`src/rtl/fault_pkg.sv`:
```
// Shared definitions for the redundant-multiply checker stages.
// The state encoding lives here so downstream checkers can decode it too.
package fault_pkg;

    typedef enum logic [1:0] {
        RUN   = 2'd0,
        FAULT = 2'd1,
        LOCK  = 2'd2
    } state_t;

    function automatic logic state_is_faulty(input state_t s);
        return s != RUN;
    endfunction

endpackage

```
`src/rtl/sat_counter.sv`:
```
// Saturating up-counter with synchronous clear and asynchronous reset.
// Clear wins over a same-cycle increment; the count never wraps.
module sat_counter #(
    parameter int CNT_WIDTH = 8
) (
    input  logic                 clk,
    input  logic                 rst,
    input  logic                 clr,
    input  logic                 inc,
    output logic [CNT_WIDTH-1:0] count
);

    localparam logic [CNT_WIDTH-1:0] CNT_MAX = '1;
    localparam logic [CNT_WIDTH-1:0] CNT_ONE = CNT_WIDTH'(1);

    always_ff @(posedge clk or posedge rst) begin
        if (rst) begin
            count <= '0;
        end else if (clr) begin
            count <= '0;
        end else if (inc && (count != CNT_MAX)) begin
            count <= count + CNT_ONE;
        end
    end

endmodule

```
`src/rtl/fault_monitor.sv`:
```
// Compares the primary and redundant modmul products, forwards data while healthy,
// records the first mismatch and squelches the output stream once too many occur.
module fault_monitor
    import fault_pkg::*;
#(
    parameter int WIDTH     = 16,
    parameter int IDX_WIDTH = 8,
    parameter int CNT_WIDTH = 8,
    parameter int THRESHOLD = 3
) (
    input  logic                 clk,
    input  logic                 rst,
    input  logic                 in_valid,
    input  logic [IDX_WIDTH-1:0] in_idx,
    input  logic [WIDTH-1:0]     in_e,
    input  logic [WIDTH-1:0]     in_o,
    input  logic [WIDTH-1:0]     in_o_fault,
    input  logic                 clear,
    output logic                 out_valid,
    output logic [WIDTH-1:0]     out_e,
    output logic [WIDTH-1:0]     out_o,
    output logic                 fault_flag,
    output logic                 locked,
    output logic [CNT_WIDTH-1:0] fault_count,
    output logic [IDX_WIDTH-1:0] first_idx,
    output logic [WIDTH-1:0]     first_o,
    output logic [WIDTH-1:0]     first_o_fault
);

    localparam logic [CNT_WIDTH-1:0] CNT_MAX = '1;
    localparam logic [CNT_WIDTH-1:0] CNT_ONE = CNT_WIDTH'(1);
    localparam logic [CNT_WIDTH-1:0] THR     = CNT_WIDTH'(THRESHOLD);

    state_t                 state;
    state_t                 state_next;
    logic                   mismatch;
    logic                   lock_hit;
    logic                   suppress;
    logic [CNT_WIDTH-1:0]   count;
    logic [CNT_WIDTH-1:0]   count_next;

    // A mismatch that coincides with clear is ignored entirely.
    assign mismatch   = in_valid && (in_o != in_o_fault) && !clear;
    assign count_next = (count == CNT_MAX) ? count : count + CNT_ONE;
    assign lock_hit   = mismatch && (count_next >= THR);
    assign suppress   = !clear && ((state == LOCK) || lock_hit);

    always_comb begin
        state_next = state;
        if (clear) begin
            state_next = RUN;
        end else if (suppress) begin
            state_next = LOCK;
        end else if (mismatch) begin
            state_next = FAULT;
        end
    end

    sat_counter #(
        .CNT_WIDTH (CNT_WIDTH)
    ) u_counter (
        .clk   (clk),
        .rst   (rst),
        .clr   (clear),
        .inc   (mismatch),
        .count (count)
    );

    assign fault_count = count;

    // Flags are decoded from the next state so they line up with out_valid.
    always_ff @(posedge clk or posedge rst) begin
        if (rst) begin
            state         <= RUN;
            out_valid     <= 1'b0;
            out_e         <= '0;
            out_o         <= '0;
            fault_flag    <= 1'b0;
            locked        <= 1'b0;
            first_idx     <= '0;
            first_o       <= '0;
            first_o_fault <= '0;
        end else begin
            state      <= state_next;
            fault_flag <= state_is_faulty(state_next);
            locked     <= (state_next == LOCK);

            if (suppress) begin
                out_valid <= 1'b0;
                out_e     <= '0;
                out_o     <= '0;
            end else begin
                out_valid <= in_valid;
                if (in_valid) begin
                    out_e <= in_e;
                    out_o <= in_o;
                end
            end

            if (clear) begin
                first_idx     <= '0;
                first_o       <= '0;
                first_o_fault <= '0;
            end else if (mismatch && (state == RUN)) begin
                first_idx     <= in_idx;
                first_o       <= in_o;
                first_o_fault <= in_o_fault;
            end
        end
    end

endmodule

```
`config.mk`:
```
export PLATFORM = sky130hd
export DESIGN_NAME = fault_monitor
export DESIGN_NICKNAME = d
export VERILOG_FILES = /design/src/rtl/fault_pkg.sv /design/src/rtl/sat_counter.sv /design/src/rtl/fault_monitor.sv
export SDC_FILE = /design/constraint.sdc
export NUM_CORES = 1
export LEC_CHECK = 0
export ABC_AREA = 1
export CORE_UTILIZATION = 50
export CTS_BUF_LIST = sky130_fd_sc_hd__clkbuf_4
export CTS_CLUSTER_SIZE = 16
export DETAILED_ROUTE_END_ITERATION = 7
export PLACE_DENSITY = 0.9
export SYNTH_ARGS = -nofsm -noshare
export SYNTH_HDL_FRONTEND = slang
export SYNTH_HIERARCHICAL = 1
export SYNTH_SLANG_ARGS = --single-unit
```
`constraint.sdc`:
```
create_clock -name clk -period 3.7 [get_ports clk]
set_clock_uncertainty 0.05 [all_clocks]
set_input_delay 0.74 -clock clk [delete_from_list [all_inputs] [get_ports clk]]
set_output_delay 0.74 -clock clk [all_outputs]
set_load 0.005 [all_outputs]
```
==> implementation parameters, run 1 <==
Parameter                              Value

Floorplanning
  Core Box Area ... 7810 µm²
  Initial standard-cell utilization of the core ... 52.0%
  Die extent in y ... 92.1 µm
  Std cell rows ... 32
  Die area ... 8480 µm²
  Die outline width ... 92.1 µm
  I/O pin cnt ... 143

Critical path
  Family with the most delay on the worst path ... simple AND/OR/NAND/NOR gates
  Critical Path AT ... 2.86 ns
  Worst stage delay on the critical path ... 0.58 ns
  Number of buffers and inverters on the critical path ... 2
  Type of element capturing the critical path ... flip-flop
  Maximum fanout encountered on the critical timing path ... 35
  Ordered cell list for the critical path ... clkdlybuf4s50_1 > nand2_1 > nand2_1 > nor2_1 > nand2_1 > nor2_1 > nand2_1 > nand3_2 > buf_12 > nand4_1 > nand2_1
  Slowest CP cell ... sky130_fd_sc_hd__clkdlybuf4s50_1
  Type of the setup path with the least slack ... in -> reg
  Data required time of the critical path ... 3.97 ns
  CP dominant cell by count ... sky130_fd_sc_hd__nand2_1
  Worst setup SP type ... primary input

Global route
  GR Overflow Total ... 0
  Antenna violations before repair ... 0
  Wire length of the first global-routing pass ... 17.9 mm
  Vias in the first global route ... 3754
  GRT Overall Usage ... 26.8%
  Maximum number of pins on one net before global-route repair ... 73

Cells and area
  Share of post-route cells with drive strength above 1 ... 6.60%
  Post-layout nets ... 678
  FILL cells ... 581
  Area growth, synth to finish ... 39.0%
  # diodes ... 0

Timing
  Slew of the pin with the lowest slew margin ... 0.731 ns
  Fmax ... 387 MHz
  Smallest setup slack after layout ... 1.11 ns
  Worst slew margin ... 51.1%
  Setup repair after global routing missed its margin ... false
  Max-slew violation total from the final report ... 0
  Setup TNS ... 0 ns
  Time the final worst path needs with I/O delays and setup ... 2.59 ns
  Final cycle utilization of the critical path ... 69.9%
  Hold violation total from the final report ... 0
  Final Setup Violations ... 0

Power and ir drop
  Pleak ... 2.73 nW
  Power Density ... 379 nW/µm²
  Worst IR Drop VDD ... 267 µV

Status
  Outcome ... completed

Yosys
  Share of the synthesized area in the top cell type ... 52.4%
  Fraction of synthesis flops using an asynchronous set or reset pin ... 100%
  Most frequent cell after synthesis ... sky130_fd_sc_hd__nand2_1
  Top post-synthesis cells by count ... sky130_fd_sc_hd__nand2_1 (125), sky130_fd_sc_hd__dfrtp_1 (85), sky130_fd_sc_hd__nand4_1 (64)
  Share of synthesized area occupied by flip-flops and latches ... 52.4%
  Number of flip-flops and latches in the synthesized netlist ... 85
  Post-synthesis net count ... 549
  Primary flip-flop cell chosen by synthesis mapping ... sky130_fd_sc_hd__dfrtp_1
  Post-Syn Instances ... 487
  Number of enable-type register cells in the synthesized netlist ... 0
  Leading cell types by total area after synthesis ... sky130_fd_sc_hd__dfrtp_1 (52%), sky130_fd_sc_hd__nand2_1 (12%), sky130_fd_sc_hd__nand4_1 (9.9%)
  Average cell area after synthesis ... 8.34 µm²
  Warning count from the yosys run ... 6
  Count of different cell masters after synthesis ... 28
  Cell accounting for the most synthesized area ... sky130_fd_sc_hd__dfrtp_1
  Summed instance area of the synthesized netlist ... 4060 µm²

Clock tree
  Max clock buf depth ... 2
  CTS tree ... built
  Sinks on Clock Net ... 85
  Clock-pin transition on the worst setup and hold timing paths ... 0.12 ns
  Hold bufs inserted after CTS ... 0
  Resized Gates After CTS ... 0
  Clock tree root buffer cell ... sky130_fd_sc_hd__clkbuf_4
  TritonCTS Buffers ... 9
  Number of levels the H-tree was split into ... 3
  Clock insertion delay at the later pin of the skew report ... 0.43 ns
  Setup Buffers After CTS ... 0

Route
  Initial DRC count ... 184
  Average via count per standard cell ... 5.51
  Total DRC errors in the routed layout ... 0
  Routed WL ... 11.1 mm
  Routed wire per std cell ... 15.4 µm
  Via count ... 3982
  Antenna Violating Nets Remaining ... 0
  First-pass DRT Iterations ... 5

Place
  DPL Wire Length ... 7.94 mm
  Global placement routability congestion ... 0.845
  Port bufs ... 142
  Setup WS pre-CTS ... 0.737 ns

Hold path
  Path type of the worst min-delay path ... reg -> reg

Job
  Max Cap Violations ... 0
logic make-up after synthesis:
| family | after synthesis | share of synthesized area (%) |
|---|---|---|
| AND/OR/NAND/NOR | 273 | 32.0 |
| flip-flops | 85 | 52.4 |
| buffers and inverters | 83 | 9.06 |
| AO/OA/AOI/OAI | 40 | 5.02 |
| XOR/XNOR | 4 | 0.863 |
| adder cells (fa/ha/maj) | 2 | 0.616 |
stage by stage:
step | total power (W) | hold WS (ns) | instances | utilization (%) | instance area, µm²
floorplan | 0.00131 | 0.444 | 487 | - | 4060
global placement | 0.00162 | 0.434 | 707 | 70.7 | 5520
detailed placement | 0.00164 | 0.441 | 707 | 70.7 | 5520
CTS | 0.00215 | 0.469 | 723 | 72.3 | 5650
global route | 0.00225 | 0.502 | 723 | 72.3 | 5650
finish | 0.00214 | 0.466 | 723 | 72.3 | 5650
state kept, by name, indices dropped and copies added, names as in the netlist:
name / flops
first_idx: 8
out_o: 16
locked: 1
out_e: 16
fault_flag: 1
first_o_fault: 16
out_valid: 1
first_o: 16
state: 2
u_counter/count: 8
cell usage in the layout, fill, tap and decap left out:
master / instances
sky130_fd_sc_hd__o21ai_0: 32
sky130_fd_sc_hd__clkdlybuf4s50_1: 142
sky130_fd_sc_hd__bufinv_16: 1
sky130_fd_sc_hd__nand2_1: 125
sky130_fd_sc_hd__xor2_1: 3
sky130_fd_sc_hd__nor2_4: 1
sky130_fd_sc_hd__xnor2_1: 1
sky130_fd_sc_hd__ha_1: 2
sky130_fd_sc_hd__o21ai_1: 3
sky130_fd_sc_hd__nor3_1: 1
sky130_fd_sc_hd__clkinvlp_4: 1
sky130_fd_sc_hd__clkinv_4: 1
sky130_fd_sc_hd__inv_2: 9
sky130_fd_sc_hd__o2111ai_1: 1
sky130_fd_sc_hd__clkinv_2: 2
sky130_fd_sc_hd__a21oi_1: 4
sky130_fd_sc_hd__buf_12: 1
sky130_fd_sc_hd__dfrtp_1: 85
sky130_fd_sc_hd__nor2_1: 19
sky130_fd_sc_hd__clkinv_1: 4
sky130_fd_sc_hd__clkbuf_4: 10
sky130_fd_sc_hd__nand4_1: 64
sky130_fd_sc_hd__nand3_2: 3
sky130_fd_sc_hd__nor3b_1: 1
sky130_fd_sc_hd__nand3_1: 54
sky130_fd_sc_hd__inv_1: 39
sky130_fd_sc_hd__nand2_2: 2
sky130_fd_sc_hd__nor2_2: 1
sky130_fd_sc_hd__buf_4: 7
sky130_fd_sc_hd__nand2_4: 2
layer usage:
metal,vias up,global-route usage (%),routed length (µm)
met4,0,11.5,318
met2,161,45.1,5620
met3,25,5.22,689
met1,1896,33.6,4520
met5,-,0,0
li1,1900,-,-
tightest hold or removal path: stages, from the launching register on:
cell and delay [ns]:
sky130_fd_sc_hd__dfrtp_1 0.36, sky130_fd_sc_hd__nand3_1 0.07, sky130_fd_sc_hd__nand2_1 0.06
area by class of cell:
class | instances | area (µm²) | share of cell area (%)
multi-input cells | 319 | 1570 | 27.8
clock buffers | 10 | 75.1 | 1.33
clock inverters | 6 | 53.8 | 0.953
well taps | 102 | 128 | 2.26
flip-flops and latches | 85 | 2130 | 37.7
repair buffers | 150 | 1490 | 26.5
inverters | 51 | 198 | 3.50
worst paths after layout:
path	from	to	slack, ns	depth (start not counted)
setup / recovery	in_o[0]	out_o[9]	1.11	11
hold reg to reg	first_idx[7]	first_idx[7]	0.47	2
min in group asynchronous	rst	u_counter/count[0]	0.55	2
max in group asynchronous	rst	out_o[15]	2.18	3
hold / removal	first_idx[7]	first_idx[7]	0.47	2
setup reg to reg	u_counter/count[0]	out_o[9]	1.35	8
where the power goes:
| group | internal, W | switching [W] |
|---|---|---|
| Sequential | 0.00103 | 0.0000634 |
| Combinational | 0.000289 | 0.000246 |
| Clock | 0.000206 | 0.000308 |
| Total | 0.00152 | 0.000618 |
No activity file was read; power rests on OpenSTA's default activity.
==> inputs of run 2 (changes only) <==
Settings changed: CORE_UTILIZATION 50 to 42, PLACE_DENSITY 0.9 to 0.8.
Clock period 3.7 ns to 2.1 ns, I/O delays scaled along.
==> run 2 against run 1 <==
  * Die area is 19% higher
  * First-iteration DRC count rose by 2.7%
  * Final cell count increased by 7.7%
  * Worst setup slack lost 0.98 ns
  * Combinational power increased by 92%
  * Sequential power rose by 76%
  * Non-clock buffer count increased by 29
  * Power grew 93%
==> implementation parameters, run 2 (synthesis results as in run 1) <==
Parameter                              Value

Clock tree
  Max clock buf depth ... 2 (unchanged)
  Hold bufs inserted after CTS ... 0 (unchanged)
  Sinks on Clock Net ... 85 (unchanged)
  Clock insertion delay at the later pin of the skew report ... 0.41 ns (was 0.43 ns)
  Clock-pin transition on the worst setup and hold timing paths ... 0.14 ns (was 0.12 ns)
  Resized Gates After CTS ... 0 (unchanged)
  Clock tree root buffer cell ... sky130_fd_sc_hd__clkbuf_4 (unchanged)
  TritonCTS Buffers ... 9 (unchanged)
  Setup Buffers After CTS ... 0 (unchanged)
  Number of levels the H-tree was split into ... 3 (unchanged)
  CTS tree ... built (unchanged)

Cells and area
  Post-route cell area ... 6040 µm² (was 5650 µm²)
  Final core area utilization ... 65.1% (was 72.3%)
  Most frequent cells in the layout ... sky130_fd_sc_hd__clkdlybuf4s50_1 (142), sky130_fd_sc_hd__nand2_1 (125), sky130_fd_sc_hd__dfrtp_1 (85), sky130_fd_sc_hd__nand4_1 (64), sky130_fd_sc_hd__nand3_1 (54) (unchanged)
  Leading cell type in the layout, fill and taps excluded ... sky130_fd_sc_hd__clkdlybuf4s50_1 (unchanged)
  Post-layout nets ... 707 (was 678)
  # diodes ... 0 (unchanged)
  Share of post-route cells with drive strength above 1 ... 11.2% (was 6.60%)
  Area growth, synth to finish ... 48.9% (was 39.0%)

Timing
  Max-slew violation total from the final report ... 0 (unchanged)
  Slew of the pin with the lowest slew margin ... 0.407 ns (was 0.731 ns)
  Smallest setup slack after layout ... 0.132 ns (was 1.11 ns)
  Fmax ... 508 MHz
  Worst slew margin ... 72.8% (was 51.1%)
  Final cycle utilization of the critical path ... 93.7%
  Time the final worst path needs with I/O delays and setup ... 1.97 ns
  Hold violation total from the final report ... 0 (unchanged)
  Final Setup Violations ... 0 (unchanged)
  Setup repair after global routing missed its margin ... false (unchanged)

Route
  Routed wire per std cell ... 14.7 µm (was 15.4 µm)
  Antenna Violating Nets Remaining ... 0 (unchanged)
  Initial DRC count ... 189 (was 184)
  Via count ... 4001 (was 3982)
  Routed WL ... 11.4 mm (was 11.1 mm)
  Total DRC errors in the routed layout ... 0 (unchanged)
  Average via count per standard cell ... 5.14 (was 5.51)
  First-pass DRT Iterations ... 4 (was 5)

Power and ir drop
  Power Density ... 683 nW/µm² (was 379 nW/µm²)
  Worst IR Drop VDD ... 430 µV (was 267 µV)
  Final Total Pwr ... 0.00413 W (was 0.00214 W)
  Pleak ... 2.93 nW (was 2.73 nW)

Critical path
  Type of the setup path with the least slack ... reg -> out (was in -> reg)
  Reg2reg start ... u_counter/count[0] (unchanged)
  Worst setup SP type ... flip-flop (was primary input)
  Type of element capturing the critical path ... output port (was flip-flop)
  Ordered cell list for the critical path ... clkdlybuf4s50_1 (was clkdlybuf4s50_1 > nand2_1 > nand2_1 > nor2_1 > nand2_1 > nor2_1 > nand2_1 > nand3_2 > buf_12 > nand4_1 > nand2_1)
  Family with the most delay on the worst path ... buffers and inverters (was simple AND/OR/NAND/NOR gates)
  Number of buffers and inverters on the critical path ... 1 (was 2)
  Critical Path AT ... 1.50 ns (was 2.86 ns)
  Maximum fanout encountered on the critical timing path ... 8 (was 35)
  Worst stage delay on the critical path ... 0.57 ns (was 0.58 ns)
  Slowest CP cell ... sky130_fd_sc_hd__clkdlybuf4s50_1 (unchanged)
  Data required time of the critical path ... 1.63 ns (was 3.97 ns)
  Critical path startpoint ... u_counter/count[2] (was in_o[0])

Place
  Port bufs ... 142 (unchanged)
  DPL Wire Length ... 8.37 mm (was 7.94 mm)
  Area post-placement ... 5860 µm² (was 5520 µm²)
  Global placement routability congestion ... 0.870 (was 0.845)
  Setup WS pre-CTS ... -0.217 ns (was 0.737 ns)

Floorplanning
  Die extent in y ... 100 µm (was 92.1 µm)
  I/O pin cnt ... 143 (unchanged)
  Die outline width ... 100 µm (was 92.1 µm)
  Die area ... 10100 µm² (was 8480 µm²)
  Core Box Area ... 9280 µm² (was 7810 µm²)
  Initial standard-cell utilization of the core ... 43.7% (was 52.0%)
  Std cell rows ... 35 (was 32)

Status
  Outcome ... completed (unchanged)

Job
  Max Cap Violations ... 0 (unchanged)

Global route
  GRT Overall Usage ... 23.9% (was 26.8%)
  Vias in the first global route ... 3907 (was 3754)
  GR Overflow Total ... 0 (unchanged)
  Wire length of the first global-routing pass ... 18.9 mm (was 17.9 mm)
  Maximum number of pins on one net before global-route repair ... 43 (was 73)
  Antenna violations before repair ... 0 (unchanged)

Hold path
  Path type of the worst min-delay path ... in -> async (was reg -> reg)
run 2: where the power goes:
| part | switching [W] | total [W] | leakage (nW) | internal (W) |
|---|---|---|---|---|
| clock network | 0.000567 | 0.00118 | 0.0966 | 0.000617 |
| registers | 0.000106 | 0.00192 | 1.11 | 0.00181 |
| logic | 0.000449 | 0.00103 | 1.72 | 0.000577 |
| total | 0.00112 | 0.00413 | 2.93 | 0.00300 |
run 2: through the flow:
step,hold slack [ns],setup TNS (ns),std cells
6_report,0.275,0,779
5_1_grt,0.305,0,779
4_1_cts,0.263,0,779
3_5_place_dp,0.439,-11.71,763
3_3_place_gp,0.433,-9.11,763
2_1_floorplan,0.186,0,487
run 2: path summary, 6_finish.rpt:
kind | endpoint | slack, ns | depth (start not counted)
min | u_counter/count[5] | 0.28 | 2
max in group asynchronous | out_e[6] | 1.16 | 3
min reg2reg | first_idx[4] | 0.47 | 2
min in group clk | first_idx[4] | 0.47 | 2
max | fault_count[2] | 0.13 | 1
max reg2reg | out_e[11] | 0.27 | 7
run 2: metal layers:
| layer | part of all wire (%) | vias to the layer above | track usage, % |
|---|---|---|---|
| li1 | - | 1950 | - |
| met1 | 43 | 1901 | 31.2 |
| met2 | 49 | 130 | 38.5 |
| met3 | 6.1 | 20 | 5.50 |
| met4 | 1.9 | 0 | 9.36 |
| met5 | 0 | - | 0 |
run 2: cell type report:
class | instances | area [µm²]
fill | 798 | 3240
sequential | 85 | 2130
timing repair buffer | 179 | 1800
multi-input combinational | 319 | 1570
inverter | 51 | 200
tap | 129 | 161
clock inverter | 6 | 111
clock buffer | 10 | 75.1
